File: config.mk
export PLATFORM = sky130hd
export DESIGN_NAME = vector_sum_reduce
export DESIGN_NICKNAME = d
export VERILOG_FILES = /design/src/rtl/vector_sum_reduce_pkg.sv /design/src/rtl/vector_sum_reduce_sat_clamp.sv /design/src/rtl/vector_sum_reduce.sv
export SDC_FILE = /design/constraint.sdc
export NUM_CORES = 1
export LEC_CHECK = 0
export BUFFER_PORTS_ARGS = -buffer_cell sky130_fd_sc_hd__buf_4
export CORE_ASPECT_RATIO = 0.75
export CORE_MARGIN = 5
export CORE_UTILIZATION = 50
export CTS_CLUSTER_SIZE = 25
export DETAILED_ROUTE_END_ITERATION = 6
export HOLD_SLACK_MARGIN = 0.08
export PLACE_DENSITY_LB_ADDON = 0.3
export SYNTH_ARGS = -nofsm -noshare
export SYNTH_HDL_FRONTEND = slang
export SYNTH_SLANG_ARGS = --single-unit
File: constraint.sdc
create_clock -name CLK -period 18.5 [get_ports CLK]
set_clock_uncertainty 0.2 [all_clocks]
set_input_delay 0.925 -clock CLK [delete_from_list [all_inputs] [get_ports CLK]]
set_output_delay 0.925 -clock CLK [all_outputs]
set_load 0.03 [all_outputs]
File: src/rtl/vector_sum_reduce_pkg.sv
// Shared types and sizing for the vector sum-reduction stage.
// Element type and vector width mirror the ARR/MAX_NEURONS library definitions.
package vector_sum_reduce_pkg;

  localparam int MAX_NEURONS = 16;
  localparam int ELEM_W      = 32;
  localparam int SEL_W       = $clog2(MAX_NEURONS);
  localparam int IDX_W       = SEL_W + 1;

  typedef logic signed [ELEM_W-1:0] elem_t;
  typedef elem_t [MAX_NEURONS-1:0]  arr_t;
  typedef logic [IDX_W-1:0]         len_t;
  typedef logic [SEL_W-1:0]         sel_t;

  // Effective element count: non-positive lengths sum nothing, oversize lengths sum everything.
  function automatic len_t eff_len(input logic signed [31:0] length);
    if (length <= 0)
      return '0;
    else if (length > MAX_NEURONS)
      return len_t'(MAX_NEURONS);
    else
      return len_t'(length);
  endfunction

endpackage

File: src/rtl/vector_sum_reduce_sat_clamp.sv
// Combinational signed clamp from a wide accumulator to a narrower result,
// flagging when the clamp altered the value.
module sat_clamp #(
  parameter int IN_W  = 64,
  parameter int OUT_W = 32
) (
  input  logic signed [IN_W-1:0]  din,
  output logic signed [OUT_W-1:0] dout,
  output logic                    ovf
);

  localparam logic signed [IN_W-1:0] MAX_V = {{(IN_W-OUT_W+1){1'b0}}, {(OUT_W-1){1'b1}}};
  localparam logic signed [IN_W-1:0] MIN_V = {{(IN_W-OUT_W+1){1'b1}}, {(OUT_W-1){1'b0}}};

  always_comb begin
    // NOTE: every output gets a default first so no path through this block infers a latch.
    dout = din[OUT_W-1:0];
    ovf  = 1'b0;
    if (din > MAX_V) begin
      dout = MAX_V[OUT_W-1:0];
      ovf  = 1'b1;
    end else if (din < MIN_V) begin
      dout = MIN_V[OUT_W-1:0];
      ovf  = 1'b1;
    end
  end

endmodule

File: src/rtl/vector_sum_reduce.sv
// Sequential reduction: sums the first `length` elements of a vector, one per clock,
// and presents a saturated 32-bit result with zero/overflow flags for the divide stage.
module vector_sum_reduce
  import vector_sum_reduce_pkg::*;
#(
  parameter int ACC_W = 64
) (
  input  logic               CLK,
  input  logic               RST,
  input  arr_t               vector1,
  input  logic signed [31:0] length,
  input  logic               start,
  output logic               busy,
  output logic               valid,
  output logic signed [31:0] scalar,
  output logic signed [31:0] count,
  output logic               zero,
  output logic               ovf
);

  typedef enum logic [1:0] {IDLE, LOAD, ACCUM, DONE} state_t;

  state_t                   state, state_nxt;
  arr_t                     vec;
  len_t                     n;
  sel_t                     idx;
  logic signed [ACC_W-1:0]  acc;
  logic signed [ACC_W-1:0]  acc_sum;
  logic signed [ACC_W-1:0]  fin_val;
  logic signed [31:0]       clamp_y;
  logic                     clamp_ovf;
  logic                     accept;
  logic                     last;
  logic                     finish;

  assign accept  = start && (state == IDLE || state == DONE);
  assign last    = (state == ACCUM) && ({1'b0, idx} == n - 1'b1);
  assign finish  = last || (state == LOAD && n == '0);
  assign acc_sum = acc + {{(ACC_W-ELEM_W){vec[idx][ELEM_W-1]}}, vec[idx]};
  // The final element is folded in on the same edge that registers the result.
  assign fin_val = (state == ACCUM) ? acc_sum : acc;

  sat_clamp #(
    .IN_W (ACC_W),
    .OUT_W(32)
  ) u_clamp (
    .din (fin_val),
    .dout(clamp_y),
    .ovf (clamp_ovf)
  );

  // NOTE: sequential state is updated with non-blocking assignments so every register samples pre-edge values.
  always_ff @(posedge CLK or posedge RST) begin
    if (RST) state <= IDLE;
    else     state <= state_nxt;
  end

  always_comb begin
    state_nxt = state;
    unique case (state)
      IDLE, DONE: if (start) state_nxt = LOAD;
      LOAD:       state_nxt = (n == '0) ? DONE : ACCUM;
      ACCUM:      if (last) state_nxt = DONE;
      default:    state_nxt = IDLE;
    endcase
  end

  always_comb begin
    busy  = (state == LOAD) || (state == ACCUM);
    valid = (state == DONE);
  end

  // NOTE: the vector copy is pure data qualified by n, so it carries no reset and can map to plain flops/RAM.
  always_ff @(posedge CLK) begin
    if (accept) vec <= vector1;
  end

  always_ff @(posedge CLK or posedge RST) begin
    if (RST) begin
      n      <= '0;
      idx    <= '0;
      acc    <= '0;
      scalar <= '0;
      count  <= '0;
      zero   <= 1'b0;
      ovf    <= 1'b0;
    end else begin
      if (accept) begin
        n   <= eff_len(length);
        idx <= '0;
        acc <= '0;
      end else if (state == ACCUM) begin
        acc <= acc_sum;
        idx <= idx + 1'b1;
      end
      if (finish) begin
        scalar <= clamp_y;
        ovf    <= clamp_ovf;
        zero   <= (clamp_y == 32'sd0);
        count  <= 32'(n);
      end
    end
  end

endmodule
==> metrics.cfg <==
[outcome]
status=completed

[logic_synthesis]
ys_ff_latch=626
ys_top_cells_by_area=edfxtp_1, mux4_2, dfrtp_1
yosys.area.top_type_share=0.5152
syn_avg_cell_area_um2=14.79
netlist_area_um2=29840
ys.flop_type=edfxtp_1
seq_area_frac_synth=0.6108
synth_warnings=0
syn_inst=2018
synth_most_common_cell=edfxtp_1
yosysTopAreaCell=edfxtp_1
synth_edf_count=512
yosys-top-cells-count=edfxtp_1, mux4_2, nor2_1
yosysUniqueCellTypes=109
async_flop_share=0.1821

[final_layout]
instances_no_fill=3426
post-route-util=0.6225
layout.nets=3197
area_growth_pct=23.20
drive_gt1_frac=0.3540

[routing]
wire_per_inst_um=27.32
first_iter_violations=2138
route.vias.total=20787
finalWirelength_mm=93.59
drc=0
ant_nets=0
vias_per_cell=6.067
drt-pass1-iter-count=6

[pwr]
power_density_nw_per_um2=209.6
ir_drop_uv=127.0
p_leak_nw=13.97

[cts]
cts_buffer_depth=3
cts_hold_buf=0
clk_pin_slew_worst_paths_ns=0.06
cts_tree=yes
post_cts_buffers=0
clk_latency_ns=0.65
ctsResizeCount=0
clock_tree.root_cell=clkbuf_16
clock_sinks=626
cts_buffers=60
h-tree-depth=2

[critical_path]
cp-start-kind=register
reg2reg_slack_ns=10.60
rr_worst_depth=17
crit_path_cell_trace=buf_12, mux4_2, mux4_2, ha_1, fa_1, a211oi_2, o211ai_1, a31oi_1, o41ai_2, or4b_1, a221oi_2, mux2_1, o32a_1, a221oi_2, nand4b_4, nor2b_4, o311ai_1
cp.arrival_ns=8.19
worstPathRequired_ns=18.79
slowest_stage=dfrtp_4
end_kind=register
slowest_delay_ns=0.94
worst-path-max-fanout=96
crit_type=register to register

[timing]
finalHoldViolations=0
fin_crit_ns=7.903
rsz0062_at_grt=false
min_period_over_period=0.4272
setup_violations=0
finalSetupTns_ns=0
worst_slack_ns=10.60
max_freq_mhz=126.5
tightest_slew_ns=1.089
slew_viol_final=0
relSlewSlack=0.2721

[placement]
pre_cts_ws_ns=10.61
place_inst=3309
hpwl_mm=71.21
io_buffers=587
routabilityCongestion=1.007

[grt]
overflow=0
antenna_found_initial=6
grt_use_total=0.2804
grt_pass1_vias=20921
grt_pass1_wl_mm=135.9
grt_max_degree=160

[floorplanning]
die_h_um=221.6
coreArea_um2=59060
start_util=0.5053
dieArea_um2=64720
io_pins=615
num_rows=77
die_width_um=292.1

[min_path]
hp-class=input port to asynchronous set/reset pin

[flow_run]
cap_violations=0

## logic make-up (layout without fill, tap and decap cells)
logic type      after synthesis  in the layout  share of synthesized area
compound gates              385            385                    0.08990
xor+xnor                     56             56                    0.01694
flops                       626            626                     0.6108
other cells                   1             33                  0.0001257
mux                         206            206                     0.1364
fa+ha+maj                    69             69                    0.02918
buf+inv                     152            738                    0.02809
simple gates                523            523                    0.08847
## power breakdown
group	internal [mW]	switching, mW	leakage [nW]	total [mW]
Combinational	1.47	2.66	6.81	4.13
Clock	0.700	0.537	0.947	1.24
Sequential	2.12	0.220	6.22	2.34
Total	4.29	3.42	14.0	7.71
## placed cells by master (no fill, tap or decap), drive strengths merged, types with 8 or more instances in the layout
master / synthesis / final
buf: 73 / 609
or2: 27 / 27
inv: 18 / 21
o311ai: 10 / 10
a221oi: 22 / 22
dfrtp: 114 / 114
and4: 9 / 9
and2: 11 / 11
and3: 8 / 8
nand2b: 9 / 9
nand3: 24 / 24
a21o: 21 / 21
o31ai: 11 / 11
nor4: 18 / 18
mux4: 160 / 160
xor2: 27 / 27
nand2: 147 / 147
o21bai: 8 / 8
clkinv: 0 / 23
mux2i: 40 / 40
clkbuf: 61 / 76
nor2b: 10 / 10
o21ai: 83 / 83
edfxtp: 512 / 512
o211ai: 17 / 17
a21oi: 115 / 115
nand4: 47 / 47
a211o: 8 / 8
conb: 1 / 27
or3: 10 / 10
nor3: 22 / 22
a31oi: 15 / 15
o21a: 10 / 10
nor2: 156 / 156
xnor2: 29 / 29
ha: 68 / 68
a211oi: 18 / 18
## registers in the layout (all words and copies together) (netlist names)
signal and count:
idx 4, vec 512, state 2, zero 1, acc 64, ovf 1
count 5, n 5, scalar 32
## routing by layer
layer	wire length [um]	vias to the layer above	global-route usage
li1	-	9075	-
met1	37660	10444	0.3966
met2	43310	1127	0.4391
met3	10420	137	0.08131
met4	2039	4	0.05815
met5	156	-	0.01478
## area by class of cell
type / count / area (um^2)
multi-input cells: 1266 / 10900
clock buffers: 76 / 1572
diodes: 6 / 15.01
repair buffers: 609 / 4597
well taps: 790 / 988.4
fillers: 4339 / 22300
inverters: 18 / 77.57
clock inverters: 35 / 380.4
flip-flops and latches: 626 / 18240
## metrics by stage
step	hold WS [ns]	cell area, um^2	total power [mW]
final	0.1945	36760	7.706
after global routing	0.2295	36760	8.099
after CTS	0.2039	36750	7.622
after detailed placement	0.2772	34800	6.369
after global placement	0.2559	34800	6.303
after floorplan	0.3111	29940	5.396
## worst max-delay path: cells and delay by family (launching register included)
family,cells,cell delay (ns)
AO/OA/AOI/OAI,8,2.52
adder cells (fa/ha/maj),2,0.70
multiplexers,3,1.46
flip-flops,1,0.94
buffers and inverters,1,0.54
AND/OR/NAND/NOR,3,1.25
## path summary, 6_finish.rpt
kind	startpoint	to
setup / recovery	idx[0]	scalar[26]
hold / removal	RST	scalar[15]
setup reg to reg	idx[0]	scalar[26]
hold reg to reg	count[2]	count[2]
max in group asynchronous	RST	acc[45]
min in group CLK	vector1[335]	vec[335]
Power figures use the tool's default switching activity.
